$ cat src/rtl/bus_arbiter21.sv
// bus_arbiter21: two-master round-robin bus arbiter driving the select line
// of a 2:1 bus data mux. Grants, select and timeout are all registered.
// Build option: define ARB_TIMEOUT_EN to compile in the hold-time limit that
// preempts an owner after MAX_HOLD cycles while the other master waits.
//
// state | meaning
// ------+-----------------------------------------------------------
// IDLE  | no owner, arbitrate any incoming request
// OWN_A | master A owns the bus (gnt_a = 1, sel = 0)
// OWN_B | master B owns the bus (gnt_b = 1, sel = 1)
// TURN  | one dead cycle after an ownership period, arbitrates like IDLE

module bus_arbiter21 #(
  parameter int MAX_HOLD = 16,
  parameter int CNT_W    = $clog2(MAX_HOLD)
) (
  input  logic clk,
  input  logic rst_n,
  input  logic req_a,
  input  logic req_b,
  output logic gnt_a,
  output logic gnt_b,
  output logic sel,
  output logic bus_busy,
  output logic timeout
);

  typedef enum logic [1:0] {IDLE, OWN_A, OWN_B, TURN} state_t;

  state_t state;
  logic   last;  // most recent owner: 0 = A, 1 = B

`ifdef ARB_TIMEOUT_EN
  localparam logic [CNT_W-1:0] HOLD_MAX = CNT_W'(MAX_HOLD - 1);

  logic [CNT_W-1:0] hold_cnt;
  logic             hold_hit;

  // Owner has used its full hold budget
  assign hold_hit = (hold_cnt == HOLD_MAX);
`else
  // Sizing parameters have no effect without the hold-time limit
  logic unused_cfg;
  assign unused_cfg = (MAX_HOLD > CNT_W);
`endif

  // Busy whenever either registered grant is asserted
  assign bus_busy = gnt_a | gnt_b;

  // Arbitration FSM with registered grants, select, last-owner and timeout
  always_ff @(posedge clk or negedge rst_n) begin
    if (!rst_n) begin
      state   <= IDLE;
      gnt_a   <= 1'b0;
      gnt_b   <= 1'b0;
      sel     <= 1'b0;
      last    <= 1'b1;  // A wins the first simultaneous request
      timeout <= 1'b0;
`ifdef ARB_TIMEOUT_EN
      hold_cnt <= '0;
`endif
    end else begin
      timeout <= 1'b0;
      case (state)
        IDLE, TURN: begin
          // A wins when alone, or when both request and B owned last
          if (req_a && (!req_b || last)) begin
            state <= OWN_A;
            gnt_a <= 1'b1;
            sel   <= 1'b0;
            last  <= 1'b0;
`ifdef ARB_TIMEOUT_EN
            hold_cnt <= '0;
`endif
          end else if (req_b) begin
            state <= OWN_B;
            gnt_b <= 1'b1;
            sel   <= 1'b1;
            last  <= 1'b1;
`ifdef ARB_TIMEOUT_EN
            hold_cnt <= '0;
`endif
          end else begin
            state <= IDLE;
          end
        end
        OWN_A: begin
          if (!req_a) begin
            state <= TURN;
            gnt_a <= 1'b0;
          end
`ifdef ARB_TIMEOUT_EN
          else if (req_b && hold_hit) begin
            state   <= TURN;
            gnt_a   <= 1'b0;
            timeout <= 1'b1;
          end else if (!hold_hit) begin
            hold_cnt <= hold_cnt + CNT_W'(1);
          end
`endif
        end
        OWN_B: begin
          if (!req_b) begin
            state <= TURN;
            gnt_b <= 1'b0;
          end
`ifdef ARB_TIMEOUT_EN
          else if (req_a && hold_hit) begin
            state   <= TURN;
            gnt_b   <= 1'b0;
            timeout <= 1'b1;
          end else if (!hold_hit) begin
            hold_cnt <= hold_cnt + CNT_W'(1);
          end
`endif
        end
        default: begin
          state <= IDLE;
          gnt_a <= 1'b0;
          gnt_b <= 1'b0;
        end
      endcase
    end
  end

endmodule

$ cat config.mk
export PLATFORM = sky130hd
export DESIGN_NAME = bus_arbiter21
export DESIGN_NICKNAME = d
export VERILOG_FILES = /design/src/rtl/bus_arbiter21.sv
export SDC_FILE = /design/constraint.sdc
export NUM_CORES = 1
export LEC_CHECK = 0
export CORE_AREA = 3 3 40 42
export CTS_BUF_LIST = sky130_fd_sc_hd__clkbuf_4
export CTS_CLUSTER_DIAMETER = 150
export CTS_CLUSTER_SIZE = 20
export DETAILED_ROUTE_END_ITERATION = 16
export DIE_AREA = 0 0 43 45
export PLACE_DENSITY = 0.56
export SETUP_SLACK_MARGIN = 0.02
export SYNTH_ARGS = -nofsm -noshare
export SYNTH_HDL_FRONTEND = slang
export SYNTH_SLANG_ARGS = --single-unit
$ cat constraint.sdc
create_clock -name clk -period 1.4 [get_ports clk]
set_clock_uncertainty 0.1 [all_clocks]
set_input_delay 0.14 -clock clk [delete_from_list [all_inputs] [get_ports clk]]
set_output_delay 0.14 -clock clk [all_outputs]
set_load 0.05 [all_outputs]
==> qor.yml <==
clock_tree:
  numCtsBuffers: 3
  clockBufferDepth: 2
  cts_tree: "yes"
  htree_levels: 1
  holdBufCountCts: 0
  root_buffer: "clkbuf_4"
  cts.sinks: 6
  clk_pin_slew_ns: 0.05
  clk_latency_ns: 0.26
finish:
  nFillCells: 119
  regArea_um2: 154
  multiInputGateArea_um2: 229
  final_layout_size_suffix_gt1_frac: 0.491
  stdcell_count: 70
  final_nets: 63
  area_delta_synth_final_pct: 61.8
  n_antenna_cell: 0
sta:
  hold_ws_ns: 0.0282
  hold_viol: 0
  finalSetupViolCount: 0
  rsz0062_at_grt: "true"
  post-route-min-period_ns: 1.38
  setup_ws_ns: 0.0186
  fin_crit_sh: 0.987
  finalMaxSlewViolations: 0
  fmax_mhz: 724
yosys:
  ys_types: 20
  synth_nets: 47
  synthCells: 40
  synthMuxAreaShare: 0
  synth.avg_cell_area_um2: 9.17
  synthSimpleGateAreaFrac: 0.143
  synth_top_family_by_area: "compound AO/OA/AOI/OAI gates"
  synth_compound_area_frac: 0.266
  yosysSeqAreaShare: 0.413
  yosysWarnings: 0
  synth-seq-cells: 6
  synth_fa_ha_area_frac: 0.102
  netlist_area_um2: 367
  synth_xor_area_frac: 0
setup_path:
  worst_ep_required_time_ns: 1.46
  cp_max_fo: 6
  critical_path_arrival_ns: 1.44
  cp-end-kind: "flop"
  r2r_cells: 4
  start_kind: "flop"
  path_class: "flop to flop"
drt:
  drc: 0
  wire_per_inst_um: 11.7
  firstDrtPassIters: 3
  vias: 343
  wl_um: 819
  ant_nets: 0
  drt-initial-drc-count: 4
  via_per_inst: 4.90
global_route:
  grt_max_degree: 8
  overflow: 0
  antenna_found_initial: 0
  grtUsageTotal: 0.101
  grt_pass1_wl_um: 1370
  grt_pass1_vias: 313
floorplan:
  rows: 13
  core_area_um2: 1280
  start_util: 0.285
  die_h_um: 45
  boundaryPins: 9
  die_area_um2: 1940
  die_w_um: 43
place:
  dp.cells: 63
  dp_slack_ns: -0.00767
  io_buffers: 7
  gp_congestion: 0.734
  dp_hpwl_um: 591
flow_run:
  max-cap-violations: 0
power_and_ir_drop:
  peakVddDrop_uv: 980
  p_leak_uw: 0.000247
  cellPowerDensity_nw_per_um2: 2650
outcome:
  status: "finished clean"
hold_path:
  hp-class: "input port to asynchronous set/reset pin"
repair_timing:
action / CTS / global route
gates resized for setup: 4 / 8
pin swaps: 1 / 3
buffers inserted: 3 / 0
endpoints found under the setup margin: 4 / 6
layer usage:
layer,global-route usage,part of all wire,wire [um]
met2,0.144,0.53,432
met3,0.0359,0.018,15
met1,0.126,0.43,350
met4,0.0723,0.026,21
met5,0,0,0
synthesized netlist by cell type:
master | n | area share
buf_2 | 1 | 0.014
dfrtp_1 | 5 | 0.34
or2_2 | 2 | 0.034
conb_1 | 1 | 0.010
a22oi_1 | 1 | 0.020
inv_1 | 3 | 0.031
nand2b_1 | 1 | 0.017
dfstp_2 | 1 | 0.072
nand2_1 | 4 | 0.041
o21ai_0 | 1 | 0.014
a31oi_1 | 4 | 0.068
buf_4 | 1 | 0.020
a31o_1 | 1 | 0.024
o31ai_1 | 1 | 0.020
nand3b_1 | 1 | 0.020
a21oi_1 | 4 | 0.055
ha_1 | 3 | 0.10
a221oi_2 | 1 | 0.041
nor2_1 | 3 | 0.031
a21oi_2 | 1 | 0.024
power by group:
part / total (uW) / internal [uW] / leakage, uW / switching (uW)
registers: 361 / 275 / 0.0000627 / 86.7
logic: 1020 / 508 / 0.000166 / 507
clock network: 196 / 128 / 0.0000184 / 68.8
total: 1570 / 911 / 0.000247 / 663
state kept, by name, indices dropped and copies added, names as in the netlist:
| name | count |
|---|---|
| state | 2 |
| gnt_a | 1 |
| gnt_b | 1 |
| last | 1 |
| sel | 1 |
cell type report:
cell class / count / share of cell area
sequential: 6 / 0.259
timing repair buffer: 13 / 0.253
inverter: 3 / 0.0190
clock buffer: 4 / 0.0506
tap: 15 / 0.0316
multi-input combinational: 29 / 0.386
worst max-delay path, stage by stage (launching register included):
cell and delay (ns):
dfrtp_2 0.44, ha_4 0.31, nor2_2 0.04, a31o_1 0.18, a221oi_2 0.21
worst paths after layout:
kind	from	to	slack, ns
max	state[1]	gnt_b	0.02
min	rst_n	gnt_b	0.03
max reg2reg	state[1]	gnt_b	0.02
min reg2reg	last	last	0.45
max in group asynchronous	rst_n	last	0.88
min in group clk	last	last	0.45
cells in the final DEF, fill, tap and decap left out, drive strengths merged, types with 2 or more instances in the layout:
cell,instances
buf,10
a21oi,5
dfrtp,5
nand2,4
a31oi,4
clkbuf,4
clkdlybuf4s50,3
inv,3
nor2,3
ha,3
or2,2
cells by family after synthesis:
group                    after synthesis
AND/OR/NAND/NOR                       11
adder cells (fa/ha/maj)                3
other                                  1
buffers and inverters                  5
AO/OA/AOI/OAI                         14
flip-flops                             6
metrics by stage:
step | cell area (um^2) | utilization | TNS, ns | power [uW]
2_1_floorplan | 385 | - | 0 | 940
3_5_place_dp | 505 | 0.393 | -0.00951 | 1220
3_3_place_gp | 505 | 0.393 | -0.00611 | 1230
6_report | 593 | 0.462 | 0 | 1570
5_1_grt | 593 | 0.462 | -0.0627 | 1690
4_1_cts | 571 | 0.444 | -0.0126 | 1520
(Power assumes the default switching activity.)
